==> config.mk <==
export PLATFORM = sky130hd
export DESIGN_NAME = tpx3_ext_sync_rx
export DESIGN_NICKNAME = d
export VERILOG_FILES = /design/src/rtl/tpx3_ext_sync_pkg.sv /design/src/rtl/tpx3_ext_sync_chan.sv /design/src/rtl/tpx3_ext_sync_rx.sv
export SDC_FILE = /design/constraint.sdc
export NUM_CORES = 1
export LEC_CHECK = 0
export ABC_AREA = 1
export BUFFER_PORTS_ARGS = -buffer_cell sky130_fd_sc_hd__buf_2
export CAP_MARGIN = 20
export CORE_AREA = 2 2 102 114
export DETAILED_ROUTE_END_ITERATION = 10
export DIE_AREA = 0 0 104 116
export PLACE_DENSITY = 0.68
export SLEW_MARGIN = 10
export SYNTH_ARGS = -nofsm -noshare
export SYNTH_HDL_FRONTEND = slang
export SYNTH_HIERARCHICAL = 1
export SYNTH_SLANG_ARGS = --single-unit
==> constraint.sdc <==
create_clock -name CLK40 -period 2.5 [get_ports CLK40]
set_input_delay 0.125 -clock CLK40 [delete_from_list [all_inputs] [get_ports CLK40]]
set_output_delay 0.125 -clock CLK40 [all_outputs]
set_load 0.05 [all_outputs]
==> src/rtl/tpx3_ext_sync_pkg.sv <==
// Shared types and constants for the Ext1 T0_Sync/Reset receiver.
package tpx3_ext_sync_pkg;

    typedef enum logic [1:0] {
        ST_IDLE     = 2'd0,
        ST_DLY      = 2'd1,
        ST_PULSE    = 2'd2,
        ST_WAIT_LOW = 2'd3
    } chan_state_e;

    localparam int EVT_CNT_W   = 16;
    localparam int DROP_CNT_W  = 8;
    localparam int SYNC_DEPTH  = 2;
    localparam int FILT_CNT_W  = 4;
    localparam int PULSE_CNT_W = 4;

endpackage

==> src/rtl/tpx3_ext_sync_chan.sv <==
// One receive channel: synchroniser, high-level filter, delay/pulse FSM and event counter.
// Valid/ready is not used here; accept_o is a single-cycle strobe in the cycle the FSM leaves IDLE on a filtered edge.
module tpx3_ext_sync_chan
    import tpx3_ext_sync_pkg::*;
#(
    parameter int FILTER_LEN = 3,
    parameter int PULSE_LEN  = 1,
    parameter int DELAY_W    = 8
) (
    input  logic                 clk_i,
    input  logic                 rst_i,
    input  logic                 enable_i,
    input  logic [DELAY_W-1:0]   delay_i,
    input  logic                 line_i,
    input  logic                 inhibit_i,
    input  logic                 abort_i,
    output logic                 pulse_o,
    output logic                 accept_o,
    output chan_state_e          state_o,
    output logic [EVT_CNT_W-1:0] cnt_o
);

    localparam logic [FILT_CNT_W-1:0]  FILT_MAX   = FILT_CNT_W'(FILTER_LEN);
    localparam logic [PULSE_CNT_W-1:0] PULSE_LAST = PULSE_CNT_W'(PULSE_LEN - 1);

    logic [SYNC_DEPTH-1:0]  sync_q;
    logic                   line_s;
    logic [FILT_CNT_W-1:0]  filt_q, filt_d;
    logic [DELAY_W-1:0]     dly_q, dly_d;
    logic [PULSE_CNT_W-1:0] pcnt_q, pcnt_d;
    logic [EVT_CNT_W-1:0]   cnt_q, cnt_d;
    chan_state_e            state_q, state_d;

    assign line_s   = sync_q[SYNC_DEPTH-1];
    assign accept_o = (state_q == ST_IDLE) && (filt_q == FILT_MAX) && enable_i;
    assign pulse_o  = (state_q == ST_PULSE);
    assign state_o  = state_q;
    assign cnt_o    = cnt_q;

    always_comb begin
        filt_d = filt_q;
        if (!line_s) begin
            filt_d = '0;
        end else if (filt_q != FILT_MAX) begin
            filt_d = filt_q + FILT_CNT_W'(1);
        end
    end

    always_comb begin
        state_d = state_q;
        dly_d   = dly_q;
        pcnt_d  = pcnt_q;
        cnt_d   = cnt_q;
        if (!enable_i) begin
            // Disabled: park until the line is seen low so re-enable cannot fire on a held line.
            if ((state_q == ST_IDLE || state_q == ST_WAIT_LOW) && !line_s) begin
                state_d = ST_IDLE;
            end else begin
                state_d = ST_WAIT_LOW;
            end
        end else begin
            case (state_q)
                ST_IDLE: begin
                    if (accept_o) begin
                        if (inhibit_i) begin
                            state_d = ST_WAIT_LOW;
                        end else if (delay_i == '0) begin
                            state_d = ST_PULSE;
                            pcnt_d  = '0;
                        end else begin
                            state_d = ST_DLY;
                            dly_d   = delay_i;
                        end
                    end
                end
                ST_DLY: begin
                    dly_d = dly_q - DELAY_W'(1);
                    if (abort_i) begin
                        state_d = ST_WAIT_LOW;
                    end else if (dly_q == DELAY_W'(1)) begin
                        state_d = ST_PULSE;
                        pcnt_d  = '0;
                    end
                end
                ST_PULSE: begin
                    if (abort_i) begin
                        state_d = ST_WAIT_LOW;
                    end else begin
                        if (pcnt_q == '0) begin
                            cnt_d = cnt_q + EVT_CNT_W'(1);
                        end
                        if (pcnt_q == PULSE_LAST) begin
                            state_d = ST_WAIT_LOW;
                        end else begin
                            pcnt_d = pcnt_q + PULSE_CNT_W'(1);
                        end
                    end
                end
                ST_WAIT_LOW: begin
                    if (!line_s) begin
                        state_d = ST_IDLE;
                    end
                end
                default: state_d = ST_IDLE;
            endcase
        end
    end

    always_ff @(posedge clk_i or posedge rst_i) begin
        if (rst_i) begin
            sync_q  <= '0;
            filt_q  <= '0;
            dly_q   <= '0;
            pcnt_q  <= '0;
            cnt_q   <= '0;
            state_q <= ST_IDLE;
        end else begin
            sync_q  <= {sync_q[SYNC_DEPTH-2:0], line_i};
            filt_q  <= filt_d;
            dly_q   <= dly_d;
            pcnt_q  <= pcnt_d;
            cnt_q   <= cnt_d;
            state_q <= state_d;
        end
    end

endmodule

==> src/rtl/tpx3_ext_sync_rx.sv <==
// Client-side T0_Sync/Reset receiver: two channels, reset-over-T0 priority, drop counter, BUSY.
// Optional Ext2 echo outputs are built when TPX3_EXT_SYNC_ECHO_EN is defined.
module tpx3_ext_sync_rx
    import tpx3_ext_sync_pkg::*;
#(
    parameter int FILTER_LEN = 3,
    parameter int PULSE_LEN  = 1,
    parameter int DELAY_W    = 8
) (
    input  logic                  CLK40,
    input  logic                  RST,
    input  logic                  ENABLE,
    input  logic [DELAY_W-1:0]    DELAY,
    input  logic                  T0_SYNC_EXT,
    input  logic                  RESET_EXT,
    output logic                  T0_SYNC_OUT,
    output logic                  RESET_OUT,
    output logic [EVT_CNT_W-1:0]  T0_CNT,
    output logic [EVT_CNT_W-1:0]  RESET_CNT,
    output logic [DROP_CNT_W-1:0] T0_DROP_CNT,
    output logic                  BUSY
`ifdef TPX3_EXT_SYNC_ECHO_EN
    ,
    output logic                  T0_SYNC_ECHO,
    output logic                  RESET_ECHO
`endif
);

    logic                  t0_accept, rst_accept;
    logic                  t0_inhibit, t0_drop;
    chan_state_e           t0_state, rst_state;
    logic [DROP_CNT_W-1:0] drop_q, drop_d;

    // Reset wins: a T0 acceptance is discarded while reset pulses or in the cycle reset is accepted.
    assign t0_inhibit = RESET_OUT | rst_accept;
    assign t0_drop    = (t0_accept & t0_inhibit)
                      | (rst_accept & ((t0_state == ST_DLY) || (t0_state == ST_PULSE)));

    tpx3_ext_sync_chan #(
        .FILTER_LEN (FILTER_LEN),
        .PULSE_LEN  (PULSE_LEN),
        .DELAY_W    (DELAY_W)
    ) u_t0_chan (
        .clk_i     (CLK40),
        .rst_i     (RST),
        .enable_i  (ENABLE),
        .delay_i   (DELAY),
        .line_i    (T0_SYNC_EXT),
        .inhibit_i (t0_inhibit),
        .abort_i   (rst_accept),
        .pulse_o   (T0_SYNC_OUT),
        .accept_o  (t0_accept),
        .state_o   (t0_state),
        .cnt_o     (T0_CNT)
    );

    tpx3_ext_sync_chan #(
        .FILTER_LEN (FILTER_LEN),
        .PULSE_LEN  (PULSE_LEN),
        .DELAY_W    (DELAY_W)
    ) u_rst_chan (
        .clk_i     (CLK40),
        .rst_i     (RST),
        .enable_i  (ENABLE),
        .delay_i   (DELAY),
        .line_i    (RESET_EXT),
        .inhibit_i (1'b0),
        .abort_i   (1'b0),
        .pulse_o   (RESET_OUT),
        .accept_o  (rst_accept),
        .state_o   (rst_state),
        .cnt_o     (RESET_CNT)
    );

    always_comb begin
        drop_d = drop_q;
        if (t0_drop && (drop_q != '1)) begin
            drop_d = drop_q + DROP_CNT_W'(1);
        end
    end

    always_ff @(posedge CLK40 or posedge RST) begin
        if (RST) begin
            drop_q <= '0;
        end else begin
            drop_q <= drop_d;
        end
    end

    assign T0_DROP_CNT = drop_q;
    assign BUSY        = (t0_state != ST_IDLE) || (rst_state != ST_IDLE);

`ifdef TPX3_EXT_SYNC_ECHO_EN
    always_ff @(posedge CLK40 or posedge RST) begin
        if (RST) begin
            T0_SYNC_ECHO <= 1'b0;
            RESET_ECHO   <= 1'b0;
        end else begin
            T0_SYNC_ECHO <= T0_SYNC_OUT;
            RESET_ECHO   <= RESET_OUT;
        end
    end
`else
    // No echo: the Ext2 pins are left to other logic.
`endif

endmodule

[Word level (Yosys, flattened, before mapping)]
Cells that the tools add are included.
Storage, ports and cells
  output and inout bits: 43
  register bits: 80
  input bits: 13
Operators by class
  equal/unequal tests: 36
  muxes and demuxes: 40
  reduce and logical (&&, ||, !) cells: 32
  $add $sub $neg: 9
  bitwise gates (word level): 5
Operators with widths (number)
  two-way mux 4 bit: 14
  adder 16 x 1 -> 16 bit, second input constant: 2
  two-way mux 2 bit: 16
  two-way mux 8 bit: 4
  case mux 8 bit (2 select lines): 2
  != test 2 bit, second input constant: 12
  case mux 4 bit (3 select lines): 2
  adder 4 x 1 -> 4 bit, second input constant: 4
  == test 8 x 1 -> 1 bit, second input constant: 2
  case mux 2 bit (4 select lines): 2
  AND reduction 4 bit: 4
  subtractor 8 x 1 -> 8 bit, second input constant: 2
  != test 3 bit, second input constant: 4
  != test 4 x 2 -> 1 bit, second input constant: 3
  AND reduction 9 bit: 1
  adder 8 x 1 -> 8 bit, second input constant: 1
  == test 2 bit, second input constant: 4
  == test 4 x 2 -> 1 bit, second input constant: 2
  logical NOT 4 bit: 2
  logical NOT 8 bit: 1
  != test 8 bit, second input constant: 1
  nonzero test 2 bit: 4
  logical AND 1 bit: 7
  != test 2 x 1 -> 1 bit, second input constant: 3
  other kinds (13): 23

[Depth between registers and ports, before layout]
Gate-level depths: netlist (run 1).
  depth in word-level cells: 8
  mapped depth: 14

[Modules after synthesis]
Netlist (run 1), hierarchy kept.
Modules (own cells, without submodules)
  tpx3_ext_sync_chan (u_rst_chan): area each 2393.5 µm², times used 1, cells each 334, seq. area each 900.9 µm²
  tpx3_ext_sync_chan (u_t0_chan): area each 2353.5 µm², times used 1, cells each 330, seq. area each 900.9 µm²
  tpx3_ext_sync_rx: area each 560.5 µm², times used 1, cells each 80, seq. area each 200.2 µm²

[Least setup slack after synthesis (run 1)]
No wires, ideal clock.
  path kind: register -> register
  from: reg u_rst_chan.state_q[0] (netlist: u_rst_chan/state_o[0])
  to: reg u_rst_chan.cnt_q[8] (netlist: u_rst_chan/cnt_o[8])
  buffers on the path: 1
  cell stages (with the launch flop): 8
  data required time: 2375 ps
  clock period less this slack: 1911 ps
  data arrival time: 1786 ps
  path slack: 589 ps
  cells stage by stage: dfrtp_1 -> inv_1 -> ha_1 -> nand4_1 -> nor2_2 -> buf_6 -> nand4_2 -> xor2_1
Between the ends
  longest elaborated chain between the ends: 2
RTL lines
  start: declaration: RTL line tpx3_ext_sync_chan.sv:32  | chan_state_e state_q, state_d;
  start signal: assignment: RTL line tpx3_ext_sync_chan.sv:123  | state_q <= state_d;
  == test 2 bit
  via RESET_OUT: RTL line tpx3_ext_sync_rx.sv:17  | output logic RESET_OUT,
  AND reduction 3 bit (no line)
  end signal: assignment: RTL line tpx3_ext_sync_chan.sv:122  | cnt_q <= cnt_d;
  end: declaration: RTL line tpx3_ext_sync_chan.sv:31  | logic [EVT_CNT_W-1:0] cnt_q, cnt_d;
The timed path passes the listed nets, and every way through them passes these cells.
A chain may end at the register's enable or synchronous reset.

[Worst setup path in the final report (run 1)]
  from: reg u_rst_chan.state_q[0] (netlist: u_rst_chan/state_o[0])
  to: reg u_t0_chan.cnt_q[9] (netlist: u_t0_chan/cnt_o[9])
Between the ends
  longest elaborated chain between the ends: 5
RTL lines
  logical NOT 2 bit: RTL line tpx3_ext_sync_chan.sv:35  | assign accept_o = (state_q == ST_IDLE) && (filt_q == FILT_MAX) && enable_i;
  logical AND 1 bit (2 in series): RTL line tpx3_ext_sync_chan.sv:35
  via rst_accept: RTL line tpx3_ext_sync_rx.sv:29  | logic t0_accept, rst_accept;
  NOT 1 bit (no line)
  AND reduction 4 bit (no line)
  end signal: assignment: RTL line tpx3_ext_sync_chan.sv:122
  end: declaration: RTL line tpx3_ext_sync_chan.sv:31
The timed path passes the listed nets, and every way through them passes these cells.

==> results.md, run 1 <==
- M1 WL: 5111 um
- Simple logic cell fraction of the synthesized area: 38.68%
- Diodes inserted: 0
- GP Congestion: ~0.86
- Least-Margin Pin Slew: 0.5686 ns
- Global-route wire length before repair: between 15,000 and 20,000 um
- Crit Path Class: flip-flop to flip-flop
- Non-Filler Instances: 965
- Number of warnings issued by yosys: 6
- Via/cell ratio: about 4.8
- H-tree Lvls: 3
- Post-Route WL: 11,300 um
- Post-Syn Area: 5308 um^2
- Number of max-cap violations: 0
- Critical Path Max Stage Delay: 0.43 ns
- Met3 WL: 389 um
- Clk_skew: 0.009931 ns
- Top-count cell post-synth: nand2_1
- Top cell type by total area after synthesis: dfrtp_1
- Vias: 4,680
- Peak Freq: 468.5 MHz
- Distinct cell type count after synthesis: 33
- 1st-iter DRT viols: between 200 and 250
- PortBufs: 55
- Clock buffer count from CTS: 9
- Critical-path cell list: inv_1 > ha_1 > inv_1 > nor2_1 > nor2_4 > inv_2 > nor2_4 > nand2_1 > nor2_1 > xor2_1
- Synth area leaders: dfrtp_1 (38%), nand2_1 (20%), ha_1 (5.7%)
- Wire per inst: about 12 um
- Critical R2R Launch: u_rst_chan/state_o[0]
- Number of flops mapped to enable cells by yosys: 0
- Top-area cell type share of the netlist area: 37.72%
- Post-Synthesis Mean Instance Area: 7.134 um^2
- Top Layer Used: met4
- Fraction of layout cells with a size suffix above 1: 15.28%
- Syn Inst Count: 744
- Seq/Total Area, Yosys: 37.72%
- DP Area: about 5700 um^2
- Largest family of logic cells by synthesized area: simple AND/OR/NAND/NOR gates
- Clk root buf: clkbuf_16
- Clock-pin slew on the worst setup and hold paths: 0.06 ns
- TNS Setup: 0 ns
- Drt drc: 0
- LEAKAGE: 3.205 nW
- Req. time, crit path: 2.77 ns
- Crit path launch: u_rst_chan/state_o[0]
- Compound-gate portion of the synthesized area: 4.220%
- Post-route clock period utilization: 85.37%
- CP Launch Type: flip-flop
- Pins over their slew limit: 0
- PD cells: 1016 nW/um^2
- RR Endpoint: u_t0_chan/cnt_o[9]
- Starting density of the core: 49.10%
- GR Overflow Total: 0
- Final instance area: 6038 um^2
- Vias in the first global route: 4,495
- Fin nets: 850
- Reg2Reg Depth: 10
- Worst hold start: DELAY[1]
- Dpl cells: 946
- Ys flop type: dfrtp_1
- Die height: 116 um
- IO Count: 56
- Status: completed
- Mux share of post-synthesis cell area: 0%
- Post-synthesis async set-or-reset flop share: 100.0%
- Detailed Place HPWL: 8556 um
- Worst skew pair latency: 0.34 ns
- Remaining antenna violation count: 0
- Hold depth: 5
- Row cnt: 40
- Initial antenna violation count: 0
- Total GRT Usage: 19.96%
- Crit end category: flip-flop
- CTS max path bufs: 2
- # setup viols final: 0
- Synthesis-to-finish area growth: 13.77%
- Post-Synth XOR/XNOR Area: 5.446%
- CP max stage cell: dfrtp_1
- CP max FO: 20
- Rel. slew slack: between 60 and 70%
- Die width: between 100 and 150 um
- CTS tree: built
- RSZ-0062 raised after global routing: no
- DR pass1 iterations: 5
- Num Clock Sinks: 80
- Seq cells post-synth: 80
- Synth Area in Adders: under 10%
- Worst IR Drop VDD: 0.6971 mV
- Largest net degree at the start of global routing: 37
- Critical path capture point: u_t0_chan/cnt_o[9]
- Metal2 WL: 5674 um
- Critical path arrival: between 2 and 2.5 ns
- Most frequent cells after synthesis: nand2_1 (288), dfrtp_1 (80), inv_1 (77)
- HP Class: primary input to flip-flop
- CORE AREA: about 11,000 um^2
- Tmin final: 2.134 ns
- Hold Fails Final Rpt: 0
- Worst reg-to-reg setup slack: 0.37 ns
- DIE AREA: 12,060 um^2
[placed cells by master, fill, tap and decap left out, types with 2 or more instances in the layout]
cell,n
a21oi_1,4
buf_2,55
buf_4,5
clkbuf_16,9
clkinv_2,2
clkinvlp_4,2
conb_1,6
dfrtp_1,80
dlygate4sd3_1,3
ha_1,24
inv_1,77
inv_2,8
inv_6,2
nand2_1,288
nand2_2,5
nand3_1,59
nand3b_1,2
nand4_1,10
nand4_2,3
nor2_1,73
nor2_2,5
nor2_4,8
nor3_1,8
nor3_2,4
o21ai_0,24
o21ai_2,8
or2_2,3
xnor2_1,15
xor2_1,18
[critical path: cells and delay by family (launching register included)]
| kind | cells | cell delay, ns |
|---|---|---|
| simple gates | 5 | 1.01 |
| xor+xnor | 1 | 0.16 |
| fa+ha+maj | 1 | 0.21 |
| flops | 1 | 0.43 |
| buf+inv | 3 | 0.25 |
[layout make-up]
| type | count | area (um^2) |
|---|---|---|
| Multi-Input combinational cell | 572 | 2894 |
| Clock buffer | 10 | 239.0 |
| Fill cell | 1028 | 4772 |
| Clock inverter | 6 | 42.54 |
| Sequential cell | 80 | 2002 |
| Timing Repair Buffer | 63 | 342.8 |
| Inverter | 87 | 334.1 |
| Tap cell | 147 | 183.9 |
[state kept, by name, summed over array words and instances, names as in the netlist]
signal,count
u_t0_chan/cnt_o,16
u_rst_chan/filt_q,4
u_rst_chan/cnt_o,16
u_rst_chan/pcnt_q,4
u_rst_chan/sync_q,2
T0_DROP_CNT,8
u_t0_chan/filt_q,4
u_t0_chan/dly_q,8
u_rst_chan/dly_q,8
u_t0_chan/pcnt_q,4
u_t0_chan/state_o,2
u_t0_chan/sync_q,2
u_rst_chan/state_o,2
[metal layers]
layer,vias up,GRT usage (%)
met5,-,0
met4,0,6.126
met3,10,4.274
met2,86,35.88
met1,2138,24.21
li1,2446,-
[per-stage QoR]
| stage | worst slack, ns | util, % | hold WS, ns | power (mW) |
|---|---|---|---|---|
| after detailed placement | 0.07813 | 52.93 | 0.1198 | 4.892 |
| after floorplan | 0.5889 | - | -0.05934 | 4.296 |
| after global routing | 0.1583 | 55.86 | 0.1692 | 6.682 |
| after CTS | 0.08166 | 55.81 | 0.1278 | 6.166 |
| after global placement | 0.1614 | 52.93 | 0.1056 | 4.809 |
| final | 0.3657 | 55.86 | 0.1487 | 6.137 |
[report_power, final]
part | leakage [nW] | internal (mW) | switching, mW | total (mW)
Combinational | 2.06 | 0.892 | 2.04 | 2.93
Sequential | 1.01 | 1.62 | 0.351 | 1.97
Clock | 0.135 | 0.701 | 0.536 | 1.24
[repair_timing]
item | 4_1_cts | 5_1_grt
buffers inserted | 0 | 0
endpoints found under the hold margin | 59 | 0
hold buffers | 3 | 0
resized for setup | 0 | 1
endpoints found under the setup margin | 0 | 9
[cell families (layout without fill, tap and decap cells)]
kind of cell / after synthesis / count (layout)
other: 1 / 6
XOR/XNOR: 33 / 33
AO/OA/AOI/OAI: 38 / 38
buffers and inverters: 97 / 166
flip-flops: 80 / 80
adder cells (fa/ha/maj): 24 / 24
AND/OR/NAND/NOR: 471 / 471
[worst min path at each step]
stage / slack [ns] / to
3_3_place_gp: 0.11 / T0_DROP_CNT[4]
5_1_grt: 0.17 / u_rst_chan/dly_q[3]
6_report: 0.15 / u_rst_chan/dly_q[1]
3_5_place_dp: 0.12 / T0_DROP_CNT[5]
4_1_cts: 0.13 / u_rst_chan/dly_q[1]
2_1_floorplan: -0.06 / T0_DROP_CNT[0]
Power figures use the tool's default switching activity.
==> run 2: changes to the inputs <==
--- a/config.mk
+++ b/config.mk
@@ -8,10 +8,13 @@
 export ABC_AREA = 1
 export BUFFER_PORTS_ARGS = -buffer_cell sky130_fd_sc_hd__buf_2
 export CAP_MARGIN = 20
-export CORE_AREA = 2 2 102 114
+export CELL_PAD_IN_SITES_DETAIL_PLACEMENT = 0
+export CELL_PAD_IN_SITES_GLOBAL_PLACEMENT = 2
+export CORE_AREA = 2 2 123 137
 export DETAILED_ROUTE_END_ITERATION = 10
-export DIE_AREA = 0 0 104 116
-export PLACE_DENSITY = 0.68
+export DIE_AREA = 0 0 125 139
+export PLACE_DENSITY_LB_ADDON = 0.1
+export SETUP_SLACK_MARGIN = 0.4
 export SLEW_MARGIN = 10
 export SYNTH_ARGS = -nofsm -noshare
 export SYNTH_HDL_FRONTEND = slang
==> results.md, run 2 (same netlist as run 1, synthesis figures left out) <==
- Post-route clock period utilization: 78.15%
- IO Count: 56
- Final instance area: 6116 um^2
- Starting density of the core: 33.04%
- Die height: roughly 140 um
- TNS Setup: 0 ns
- Number of max-cap violations: 0
- Die width: about 130 um
- RSZ-0062 raised after global routing: yes
- Vias in the first global route: 4,465
- Largest net degree at the start of global routing: 37
- Via/cell ratio: ~4.5
- CP Launch Type: flip-flop
- DR pass1 iterations: 4
- Tmin final: approximately 2 ns
- Post-Route WL: 12,720 um
- Initial antenna violation count: 0
- Req. time, crit path: ~2.8 ns
- Crit Path Class: flip-flop to flip-flop
- PortBufs: 55
- Clk root buf: clkbuf_16
- HP Class: primary input to flip-flop
- Worst IR Drop VDD: 0.5685 mV
- CP max FO: 20
- Least-Margin Pin Slew: between 0.5 and 0.6 ns
- Peak Freq: 511.8 MHz
- Fin nets: 851
- Rel. slew slack: around 65%
- PD cells: between 1000 and 1500 nW/um^2
- Clock-pin slew on the worst setup and hold paths: 0.06 ns
- Remaining antenna violation count: 0
- Total GRT Usage: 15.22%
- Hold Fails Final Rpt: 0
- CTS tree: built
- Pins over their slew limit: 0
- Row cnt: slightly below 50
- Vias: ~4,600
- GP Congestion: 0.7737
- Commonest cells after routing, fill and taps aside: nand2_1 (288), dfrtp_1 (78), inv_1 (77)
- CORE AREA: 16,060 um^2
- Drt drc: 0
- Commonest non-fill, non-tap cell in the layout: nand2_1
- Crit end category: flip-flop
- Worst skew pair latency: 0.34 ns
- Status: completed
- Synthesis-to-finish area growth: 15.23%
- DP Area: 5801 um^2
- Critical path arrival: 2.22 ns
- GR Overflow Total: 0
- Detailed Place HPWL: 9538 um
- DIE AREA: 17,380 um^2
- Clk_skew: about 0.0038 ns
- CTS max path bufs: 2
- Wire per inst: 12.47 um
- Diodes inserted: 0
- Setup Buffers After CTS: 0
- # setup viols final: 0
- Fraction of layout cells with a size suffix above 1: 15.69%
- Num Clock Sinks: 80
- Global-route wire length before repair: 21,850 um
- H-tree Lvls: 3
- Clock buffer count from CTS: 9
- LEAKAGE: 3.197 nW
- 1st-iter DRT viols: 173
## run 2: path summary, 6_finish.rpt
| path | startpoint | endpoint | slack (ns) | cells past startpoint |
|---|---|---|---|---|
| max | u_rst_chan/state_o[0] | u_rst_chan/cnt_o[9] | 0.55 | 8 |
| min | DELAY[6] | u_rst_chan/dly_q[6] | 0.15 | 5 |
| max reg2reg | u_rst_chan/state_o[0] | u_rst_chan/cnt_o[9] | 0.55 | 8 |
| min reg2reg | u_t0_chan/sync_q[0] | u_t0_chan/sync_q[1] | 0.35 | 0 |
| max in group asynchronous | RST | u_rst_chan/state_o[1] | 1.63 | 4 |
| min in group asynchronous | RST | T0_DROP_CNT[3] | 0.30 | 3 |
## run 2: layout make-up
type	instances	area, um^2
Multi-Input combinational cell	572	2912
Fill cell	1754	9947
Timing Repair Buffer	64	350.3
Clock inverter	3	21.27
Tap cell	204	255.2
Sequential cell	80	2004
Inverter	87	334.1
Clock buffer	10	239.0
## run 2: what timing repair did
item / CTS / global route
endpoints found under the hold margin: 82 / 0
hold buffers: 3 / 0
gates resized for setup: 2 / 6
endpoints found under the setup margin: 28 / 34
## run 2: layer usage
layer	track usage (%)	vias to the layer above	share of wire, %
met3	2.199	11	2.5
met2	25.94	47	49
li1	-	2448	-
met1	19.64	2117	47
met4	5.497	0	1.6
met5	0	-	0
## run 2: stage by stage
step / hold slack (ns) / instances / total power [mW] / worst slack, ns / util [%]
3_3_place_gp: 0.1216 / 1004 / 4.947 / 0.4021 / 36.11
2_1_floorplan: -0.05934 / 749 / 4.296 / 0.5889 / -
6_report: 0.1466 / 1020 / 6.177 / 0.5462 / 38.07
5_1_grt: 0.1614 / 1020 / 6.754 / 0.3468 / 38.07
4_1_cts: 0.1332 / 1020 / 6.242 / 0.3874 / 37.97
3_5_place_dp: 0.1128 / 1004 / 4.973 / 0.3041 / 36.11
## run 2: critical path, stage by stage, from the launching register on
cell and delay, ns:
dfrtp_2 0.44, inv_1 0.11, ha_1 0.35, nand4_1 0.19
nor2_2 0.11, buf_4 0.26, nand2_1 0.14, nor2_1 0.13
xor2_1 0.15
## run 2: power by group
| group | internal (mW) | switching (mW) |
|---|---|---|
| Combinational | 0.903 | 2.08 |
| Clock | 0.683 | 0.537 |
| Sequential | 1.62 | 0.355 |
| Total | 3.21 | 2.97 |
==> run 3: changes to the inputs <==
--- a/config.mk
+++ b/config.mk
@@ -10,9 +10,9 @@
 export CAP_MARGIN = 20
 export CELL_PAD_IN_SITES_DETAIL_PLACEMENT = 0
 export CELL_PAD_IN_SITES_GLOBAL_PLACEMENT = 2
-export CORE_AREA = 2 2 123 137
+export CORE_AREA = 2 2 128 143
 export DETAILED_ROUTE_END_ITERATION = 10
-export DIE_AREA = 0 0 125 139
+export DIE_AREA = 0 0 130 145
 export PLACE_DENSITY_LB_ADDON = 0.1
 export SETUP_SLACK_MARGIN = 0.4
 export SLEW_MARGIN = 10
==> constraint.sdc (replaced) <==
create_clock -name CLK40 -period 1.7 [get_ports CLK40]
set_input_delay 0.085 -clock CLK40 [delete_from_list [all_inputs] [get_ports CLK40]]
set_output_delay 0.085 -clock CLK40 [all_outputs]
set_load 0.05 [all_outputs]
==> results.md, run 3 (same netlist as run 1, synthesis figures left out) <==
- Status: complete, but fails checks
- Failing checks: setup timing
- Least-Margin Pin Slew: 0.5047 ns
- Sequential share of power: 25.6%
- Internal: a little over 6 mW
- Num Clock Sinks: 80
- CP Launch Type: flip-flop
- TNS Setup: -0.02826 ns
- Combinational share of power: a little under three fifths
- Global-route wire length before repair: 23,820 um
- Die height: 145 um
- Number of max-cap violations: 0
- Fraction of layout cells with a size suffix above 1: 33.60%
- NetSw: 5.156 mW
- Fin nets: 910
- Starting density of the core: 30.47%
- Detailed Place HPWL: 10,100 um
- WHS: 0.09279 ns
- IO Count: 56
- Diodes inserted: 0
- Worst hold start: DELAY[3]
- Worst IR Drop VDD: 0.8310 mV
- Non-Filler Instances: 1,116
- Synthesis-to-finish area growth: 39.49%
- CORE AREA: 17,420 um^2
- Worst setup margin: -0.02168 ns
- Vias in the first global route: 4,829
- Crit end category: flip-flop
- Post-route clock period utilization: 101.3%
- CP max FO: 6
- Post-Route WL: about 14,000 um
- PortBufs: 55
- Rel. slew slack: 66.09%
- 1st-iter DRT viols: 228
- Total GRT Usage: 15.78%
- H-tree Lvls: 3
- Worst skew pair latency: 0.34 ns
- LEAKAGE: 3.834 nW
- DP Area: between 6000 and 7000 um^2
- HP Class: primary input to flip-flop
- DIE AREA: 18,850 um^2
- Clock buffer count from CTS: 9
- Crit path launch: u_rst_chan/filt_q[0]
- Worst reg-to-reg setup slack: -0.02 ns
- Pins over their slew limit: 0
- Peak Freq: between 500 and 600 MHz
- # setup viols final: 2
- Commonest non-fill, non-tap cell in the layout: nand2_1
- Commonest cells after routing, fill and taps aside: nand2_1 (239), dfrtp_1 (71), nor2_1 (62)
- CTS tree: built
- Clk_skew: 0.006576 ns
- Wire per inst: ~13 um
- Remaining antenna violation count: 0
- RSZ-0062 raised after global routing: yes
- Switching share of power: about 46%
- GR Overflow Total: 0
- Req. time, crit path: 1.93 ns
- Tmin final: 1.722 ns
- Via/cell ratio: 4.422
- Clk root buf: clkbuf_16
- Crit Path Class: flip-flop to flip-flop
- Dpl cells: 1,061
- Drt drc: 0
- Initial antenna violation count: 0
- Row cnt: between 50 and 60
- Clock-pin slew on the worst setup and hold paths: approximately 0.07 ns
- GP Congestion: 0.7611
- Vias: around 5,000
- Die width: 130 um
- Final instance area: 7403 um^2
- Largest net degree at the start of global routing: 37
- Hold Fails Final Rpt: 0
- DR pass1 iterations: 4
- Critical R2R Launch: u_rst_chan/filt_q[0]
- Critical path arrival: 1.95 ns
- Clock share of power: around 18%
- Fill count: 1,766
- CTS max path bufs: 2
- PD cells: 1520 nW/um^2
[run 3: worst paths after layout]
check / cells past startpoint / to
worst max-delay path: 11 / u_t0_chan/cnt_o[6]
worst min-delay path: 5 / u_rst_chan/dly_q[3]
worst max register to register: 11 / u_t0_chan/cnt_o[6]
worst min register to register: 0 / u_rst_chan/sync_q[1]
max in group asynchronous: 4 / u_rst_chan/dly_q[7]
min in group asynchronous: 3 / T0_DROP_CNT[5]
[run 3: layout make-up]
type                       count  area (um^2)  area share [%]
clock buffer                  10        239.0           3.228
clock inverter                 6        66.31          0.8957
inverter                      87        356.6           4.817
multi-input combinational    573         3383           45.70
sequential                    80         2013           27.19
tap                          238        297.8           4.022
timing repair buffer         122         1047           14.15
[run 3: power by group through the flow]
stage	logic [mW]	clock network (mW)	registers [mW]
floorplan	3.13	0	3.44
global placement	4.98	0	2.91
detailed placement	4.99	0	2.91
CTS	5.85	2.13	2.89
global route	7.04	2.21	2.95
finish	6.31	2.05	2.88
[run 3: stage by stage]
step	power, mW	worst slack (ns)	utilization (%)
after floorplan	6.575	0.01814	-
after global placement	7.888	0.02989	35.66
after detailed placement	7.905	0.003422	35.66
after CTS	10.87	0.07067	40.70
after global routing	12.20	-0.08146	42.50
final	11.25	-0.02168	42.50
[run 3: what timing repair did]
item	CTS	global route
endpoints found under the hold margin	54	0
setup endpoints to repair	71	72
gates resized for setup	75	59
buffers inserted	21	11
pin swaps	22	38
hold buffers	3	0
cloned	4	0
[run 3: critical path, stage by stage (launching register included)]
cell and delay (ns):
dfrtp_1 0.41, ha_4 0.19, nand4_4 0.08, nor2_4 0.06
buf_12 0.12, nor2_4 0.08, inv_2 0.06, nor2_4 0.16
buf_12 0.13, buf_16 0.12, nand2_4 0.04, xor2_1 0.15
[run 3: per-layer routing]
metal | share of wire, % | track usage (%) | vias to the layer above
met5 | 0 | 0 | -
met4 | 1.4 | 4.946 | 0
met3 | 2.3 | 2.102 | 10
met2 | 49 | 26.28 | 59
met1 | 47 | 21.03 | 2276
li1 | - | - | 2590
